**src/rtl/apb_sram_slave_param.sv**
```systemverilog
// APB3 slave SRAM with programmable wait states and error response.
// Optional write protection of the upper half: APB_SRAM_WRITE_PROTECT_EN.
module apb_sram_slave_param #(
  parameter int DATA_WIDTH  = 32,
  parameter int ADDR_WIDTH  = 32,
  parameter int DEPTH       = 64,
  parameter int WAIT_STATES = 0
) (
  input  logic                  P_clk,
  input  logic                  P_rst_n,
  input  logic [ADDR_WIDTH-1:0] P_addr,
  input  logic                  P_selx,
  input  logic                  P_enable,
  input  logic                  P_write,
  input  logic [DATA_WIDTH-1:0] P_wdata,
`ifdef APB_SRAM_WRITE_PROTECT_EN
  input  logic                  P_wprot,
`endif
  output logic                  P_ready,
  output logic [DATA_WIDTH-1:0] P_rdata,
  output logic                  P_slverr
);

  localparam int B  = DATA_WIDTH / 8;
  localparam int BW = $clog2(B);
  localparam int IW = $clog2(DEPTH);
  localparam logic [ADDR_WIDTH:0]   LIMIT = (ADDR_WIDTH+1)'(DEPTH * B);
  localparam logic [ADDR_WIDTH-1:0] AMASK = ADDR_WIDTH'(B - 1);
  localparam logic [3:0]            WS    = 4'(WAIT_STATES);

  typedef enum logic {IDLE, ACCESS} state_t;

  state_t          state;
  logic [3:0]      cnt;
  logic [IW-1:0]   idx;
  logic [IW-1:0]   a_idx;
  logic            wr;
  logic            err;
  logic            a_ok;
  logic            a_err;
  logic            setup;
  logic            done;
  logic [DATA_WIDTH-1:0] mem [DEPTH];

  assign a_idx = P_addr[BW +: IW];
  assign a_ok  = ({1'b0, P_addr} < LIMIT) && ((P_addr & AMASK) == '0);
`ifdef APB_SRAM_WRITE_PROTECT_EN
  assign a_err = !a_ok || (P_write && P_wprot && a_idx[IW-1]);
`else
  assign a_err = !a_ok;
`endif
  assign setup = (state == IDLE) && P_selx && !P_enable;
  assign done  = (state == ACCESS) && P_ready && P_selx && P_enable;

  always_ff @(posedge P_clk) begin
    if (P_rst_n && done && wr && !err)
      mem[idx] <= P_wdata;
  end

  always_ff @(posedge P_clk) begin
    if (!P_rst_n) begin
      state    <= IDLE;
      cnt      <= '0;
      P_ready  <= 1'b0;
      P_slverr <= 1'b0;
      P_rdata  <= '0;
      idx      <= '0;
      wr       <= 1'b0;
      err      <= 1'b0;
    end else begin
      unique case (state)
        IDLE: begin
          if (setup) begin
            idx   <= a_idx;
            wr    <= P_write;
            err   <= a_err;
            cnt   <= '0;
            state <= ACCESS;
            if (!P_write)
              P_rdata <= a_ok ? mem[a_idx] : '0;
            // zero wait states: completion is offered on the first access cycle
            if (WS == 4'd0) begin
              P_ready  <= 1'b1;
              P_slverr <= a_err;
            end
          end
        end
        ACCESS: begin
          if (!P_selx) begin
            state    <= IDLE;
            cnt      <= '0;
            P_ready  <= 1'b0;
            P_slverr <= 1'b0;
          end else if (!P_ready) begin
            cnt <= cnt + 4'd1;
            if (cnt + 4'd1 == WS) begin
              P_ready  <= 1'b1;
              P_slverr <= err;
            end
          end else if (P_enable) begin
            state    <= IDLE;
            cnt      <= '0;
            P_ready  <= 1'b0;
            P_slverr <= 1'b0;
          end
        end
        default: state <= IDLE;
      endcase
    end
  end

endmodule

```
**config.mk**
```make
export PLATFORM = sky130hd
export DESIGN_NAME = apb_sram_slave_param
export DESIGN_NICKNAME = d
export VERILOG_FILES = /design/src/rtl/apb_sram_slave_param.sv
export SDC_FILE = /design/constraint.sdc
export NUM_CORES = 2
export LEC_CHECK = 0
export CORE_ASPECT_RATIO = 0.5
export CORE_MARGIN = 1
export CORE_UTILIZATION = 59
export CTS_BUF_LIST = sky130_fd_sc_hd__clkbuf_4 sky130_fd_sc_hd__clkbuf_8
export DETAILED_ROUTE_END_ITERATION = 8
export PLACE_DENSITY_LB_ADDON = 0.25
export RECOVER_POWER = 25
export SLEW_MARGIN = 20
export SYNTH_ARGS = -nofsm -noshare
export SYNTH_HDL_FRONTEND = slang
export SYNTH_SLANG_ARGS = --single-unit
```
**constraint.sdc**
```tcl
create_clock -name P_clk -period 3.19 [get_ports P_clk]
set_clock_uncertainty 0.2 [all_clocks]
set_input_delay 0.319 -clock P_clk [delete_from_list [all_inputs] [get_ports P_clk]]
set_output_delay 0.319 -clock P_clk [all_outputs]
set_load 0.005 [all_outputs]
```
# After elaboration in Yosys (flattened, before gate mapping)
# Memories as Yosys holds them, arrays and structs flattened.
# Cells that the tools add are included.
# totals
ff_bits	47
ramBits	2048
out_inout_bits	34
elab_cells	58
n_memories	1
# memory_table
memory	words	word_bits	rd	rd_ports_with_merged_regs	write_ports	line	rtl
mem	64	32	1	0	1	43	logic [DATA_WIDTH-1:0] mem [DEPTH];
# op_classes
n_addsub	1
n_lt_le_gt_ge	1
eq_ne	3
muxes	24
n_bitwise	2
reduce_logical	18
# op_table
cell	n
$logic_not A32 Y1	1
$lt A32 B9 Y1 const B	1
$mux W32	1
$mux W4	4
$mux W1	15
$logic_and A1 B1 Y1	9
$pmux W4 S2	1
$pmux W1 S2	3
$reduce_and A3 Y1	2
$add A4 B1 Y4 const B	1
$logic_not A4 Y1	1
$ne A4 B3 Y1 const B	1
$ne A4 B4 Y1 const B	1
$reduce_and A2 Y1	2
$logic_not A1 Y1	3
$ne A2 B2 Y1 const B	1
$not A1 Y1	2

# Depth between registers and ports, before layout
# logic_depth
word_depth	8
mapped_depth	11
ltp_nobuf	6

# Worst setup path before layout
# No wires, ideal clock.
# synth_path
kind	reg-to-reg
from	register state
to	memory mem[63][0] (enable)
setup_ns	0.421
arrival_time_ns	2.699
slack_ns	-0.130
path_stages_with_launch	6
period_less_slack_ns	3.320
path_cell_list	dfxtp_1 > buf_2 > nand4_1 > nor4_1 > nand3_1 > nor2_1
# synth_via
elab_chain_len	8
# synth_rtl
item	line	rtl
start: declaration	33	state_t state;
start signal: assignment	62	state <= IDLE;
start signal: assignment	78	state <= ACCESS;
start signal: assignment	90	state <= IDLE;
$logic_and A1 B1 Y1 (3 in series)	53	assign done = (state == ACCESS) && P_ready && P_selx && P_enable;
$logic_and A1 B1 Y1 (3 in series)	56	if (P_rst_n && done && wr && !err)
$mux W1	56	
$mux W1 (not written as such)	57	mem[idx] <= P_wdata;
end: declaration	43	
# No other way between the ends.

# Final worst setup path
# layout_path
from	input port P_addr[2]
to	register P_rdata[28]
# layout_via
elab_chain_len	3
# layout_rtl
item	line	rtl
start: declaration	11	input logic [ADDR_WIDTH-1:0] P_addr,
$lt A32 B9 Y1	46	assign a_ok = ({1'b0, P_addr} < LIMIT) && ((P_addr & AMASK) == '0);
$logic_and A1 B1 Y1	46	
$mux W32 (*)	80	P_rdata <= a_ok ? mem[a_idx] : '0;
end signal: assignment	80	
end: declaration	20	output logic [DATA_WIDTH-1:0] P_rdata,
# Every way passes the cells marked *; elsewhere a longest branch is shown, timed or not.
# A chain may end at the register's enable or synchronous reset.

==> metrics.yaml <==
status: "complete, but fails checks"
violations: "max-capacitance violations, max-slew violations"
cp_slowest_cell: "dlygate4sd3_1"
max_cap_viol_count: 20
grtUsageTotal_pct: 31.4
maxSlewViolCount: 1220
final_area_mm2: 0.0925
ir_drop_uv: 473
cp_cell_sequence: "dlygate4sd3_1, buf_8, buf_12, buf_12, mux4_2, mux2i_1, o22ai_1, o31ai_1, a21oi_1, dlygate4sd3_1"
numCtsBuffers: 294
io_pins: 103
grt_overflow: 0
p_per_area_mw_per_mm2: 572
dp.final_hpwl_um: 131000
crit_buf_inv: 5
reg2reg_slack_ns: 0.41
crit_path_end_kind: "register"
final_cells: 6241
grt_pass1_wl_um: 301000
use_met2_pct: 46.2
drive_gt1_share_pct: 30.4
met3_usage_pct: 7.92
reg2reg_depth: 6
async_flop_share_pct: 0
post-route-util_pct: 68.8
first_iter_violations: 6214
ys_seq_area_share_pct: 78.0
finalSetupViolations: 0
firstDrtPassIters: 6
gp_congestion: 0.884
syn_area_per_cell_um2: 21.9
antenna_found_initial: 9
slew_headroom_pct: -96.6
cts_tree: "built"
yosys.cell_types.count: 62
whs_ns: 0.0753
synth_edf_count: 2048
wl_per_cell_um: 34.0
regToRegStartpoint: "state"
cts_setup_buffers: 0
cp_top_family: "buffers and inverters"
reg2reg_to: "P_rdata[15]"
worstSkewPairLatency_ns: 1.02
grt_max_degree: 65
min_path_type: "input pin to register"
critical_path_class: "input pin to register"
leakage_nw: 29.6
cts_repair_resize_count: 0
tightest_slew_ns: 2.95
drc: 0
arrival_ns: 3.59
start_util_pct: 59.6
dpl_cell_area_mm2: 0.0866
grtUsageMet1_pct: 46.7
placed_cells: 5698
ys_ff_latch: 2095
vias: 42400
area_growth_pct: 15.5
syn-num-nets: 3732
routed_wl_um: 212000
synthFlopType: "edfxtp_1"
io_buffers: 102
clock_sinks: 2095
rows: 95
fmax_mhz: 346
ant_nets: 0
period_share_pct: 90.5
cp_data_required_time_ns: 3.89
crit_fanout: 20
hp-start: "P_addr[7]"
h-tree-depth: 5
cts.path.max_buffers: 4
coreArea_mm2: 0.134
whs_endpoint: "P_rdata[13]"
rsz0062_at_grt: "false"
die_area_mm2: 0.137
dieWidth_um: 523
fin_nets: 4317
busiest_layer: "met1"
clockRootBuffer: "clkbuf_8"
fp.dieH_um: 262
crit_path_max_incr_delay_ns: 0.56
synth_area_mm2: 0.0801
hold_violations: 0
ys_warn_count: 0
path_clk_slew_ns: 0.07
min_period_ns: 2.89
grt_pass1_vias: 41800
vias_per_cell: 6.80
start_kind: "input pin"
whs_path_depth: 4
syn_inst: 3662
==> Yosys cell counts, types with 10 or more instances <==
cell type	instances	share of area, %
edfxtp_1	2048	77
mux4_2	465	13
mux2i_1	180	2.3
nand2_1	127	0.60
nor2_1	111	0.52
a22oi_1	108	1.0
buf_2	81	0.51
dfxtp_1	47	1.2
clkbuf_1	43	0.20
nand3_1	41	0.26
buf_4	38	0.36
o22ai_1	37	0.29
a21oi_1	34	0.21
a221oi_1	25	0.27
nor2b_1	22	0.17
buf_1	20	0.094
nor4_1	17	0.13
nand4_1	15	0.12
a211oi_1	14	0.13
and2_1	14	0.11
nor3_1	13	0.081
o21ai_0	13	0.081
nand2b_1	12	0.094
buf_6	10	0.14
mux2_2	10	0.14
==> kinds of logic (layout without fill, tap and decap cells) <==
| group | Yosys count | after routing | synth area share [%] |
|---|---|---|---|
| AOI/OAI and AO/OA | 308 | 308 | 2.78 |
| other | 0 | 8 | 0 |
| and+or+nand+nor | 402 | 402 | 2.35 |
| muxes | 655 | 655 | 15.5 |
| adders and majority gates | 1 | 1 | 0.0156 |
| xor gates and xnor gates | 1 | 1 | 0.0109 |
| buffers and inverters | 200 | 977 | 1.38 |
| DFF | 2095 | 2095 | 78.0 |
==> worst max-delay path by stage <==
stage | from | endpoint | depth (start not counted)
3_3_place_gp | P_selx | P_rdata[6] | 7
6_report | P_addr[2] | P_rdata[28] | 10
5_1_grt | P_addr[2] | P_rdata[28] | 10
3_5_place_dp | P_selx | P_rdata[16] | 7
4_1_cts | P_addr[2] | P_rdata[28] | 10
2_1_floorplan | state | mem[63][0] | 5
==> tightest hold or removal path, stage by stage <==
cell and delay [ns]:
clkdlybuf4s50_1 0.44, buf_12 0.18, o21ai_0 0.16, a311oi_1 0.08
==> state kept, by name, indices dropped and copies added, names as in the netlist <==
register,count
P_rdata,32
P_ready,1
P_slverr,1
cnt,4
err,1
idx,6
mem,2048
state,1
wr,1
==> cell type report <==
class | instances | area (um2)
flip-flops and latches | 2095 | 62400
fillers | 8026 | 41900
multi-input cells | 1367 | 17000
repair buffers | 484 | 5320
clock buffers | 403 | 4980
well taps | 1794 | 2240
clock inverters | 85 | 452
diodes | 8 | 20.0
inverters | 5 | 18.8
==> where the power goes <==
part           switching [mW]  internal, mW  leakage [nW]
logic                    1.60         0.998          7.96
registers              0.0110          30.2          18.8
clock network            9.83          10.2          2.86
==> per-stage QoR <==
stage	setup WS [ns]	setup TNS [ns]	total power, mW
2_1_floorplan	-0.130	-192.10	32.1
3_3_place_gp	0.107	0	33.3
3_5_place_dp	0.0598	0	33.3
4_1_cts	0.351	0	53.0
5_1_grt	0.175	0	54.3
6_report	0.303	0	52.9
==> repair_timing <==
action	4_1_cts	5_1_grt
hold buffers	45	0
endpoints found under the setup margin	0	0
endpoints found under the hold margin	2048	0
==> per-layer routing <==
| layer | vias to the layer above | wire (um) |
|---|---|---|
| li1 | 16600 | - |
| met3 | 444 | 27500 |
| met1 | 22300 | 80800 |
| met2 | 3087 | 96900 |
| met5 | - | 47 |
| met4 | 8 | 7080 |
==> layout by cell type (no fill, tap or decap), types with 47 or more instances in the layout <==
cell / n
nand2_1: 127
dfxtp_1: 47
buf_4: 221
buf_12: 119
mux4_2: 465
clkinv_1: 50
clkbuf_8: 313
clkbuf_4: 90
mux2i_1: 180
clkdlybuf4s50_1: 66
edfxtp_1: 2048
nor2_4: 64
a22oi_1: 108
No activity file was read; power rests on OpenSTA's default activity.
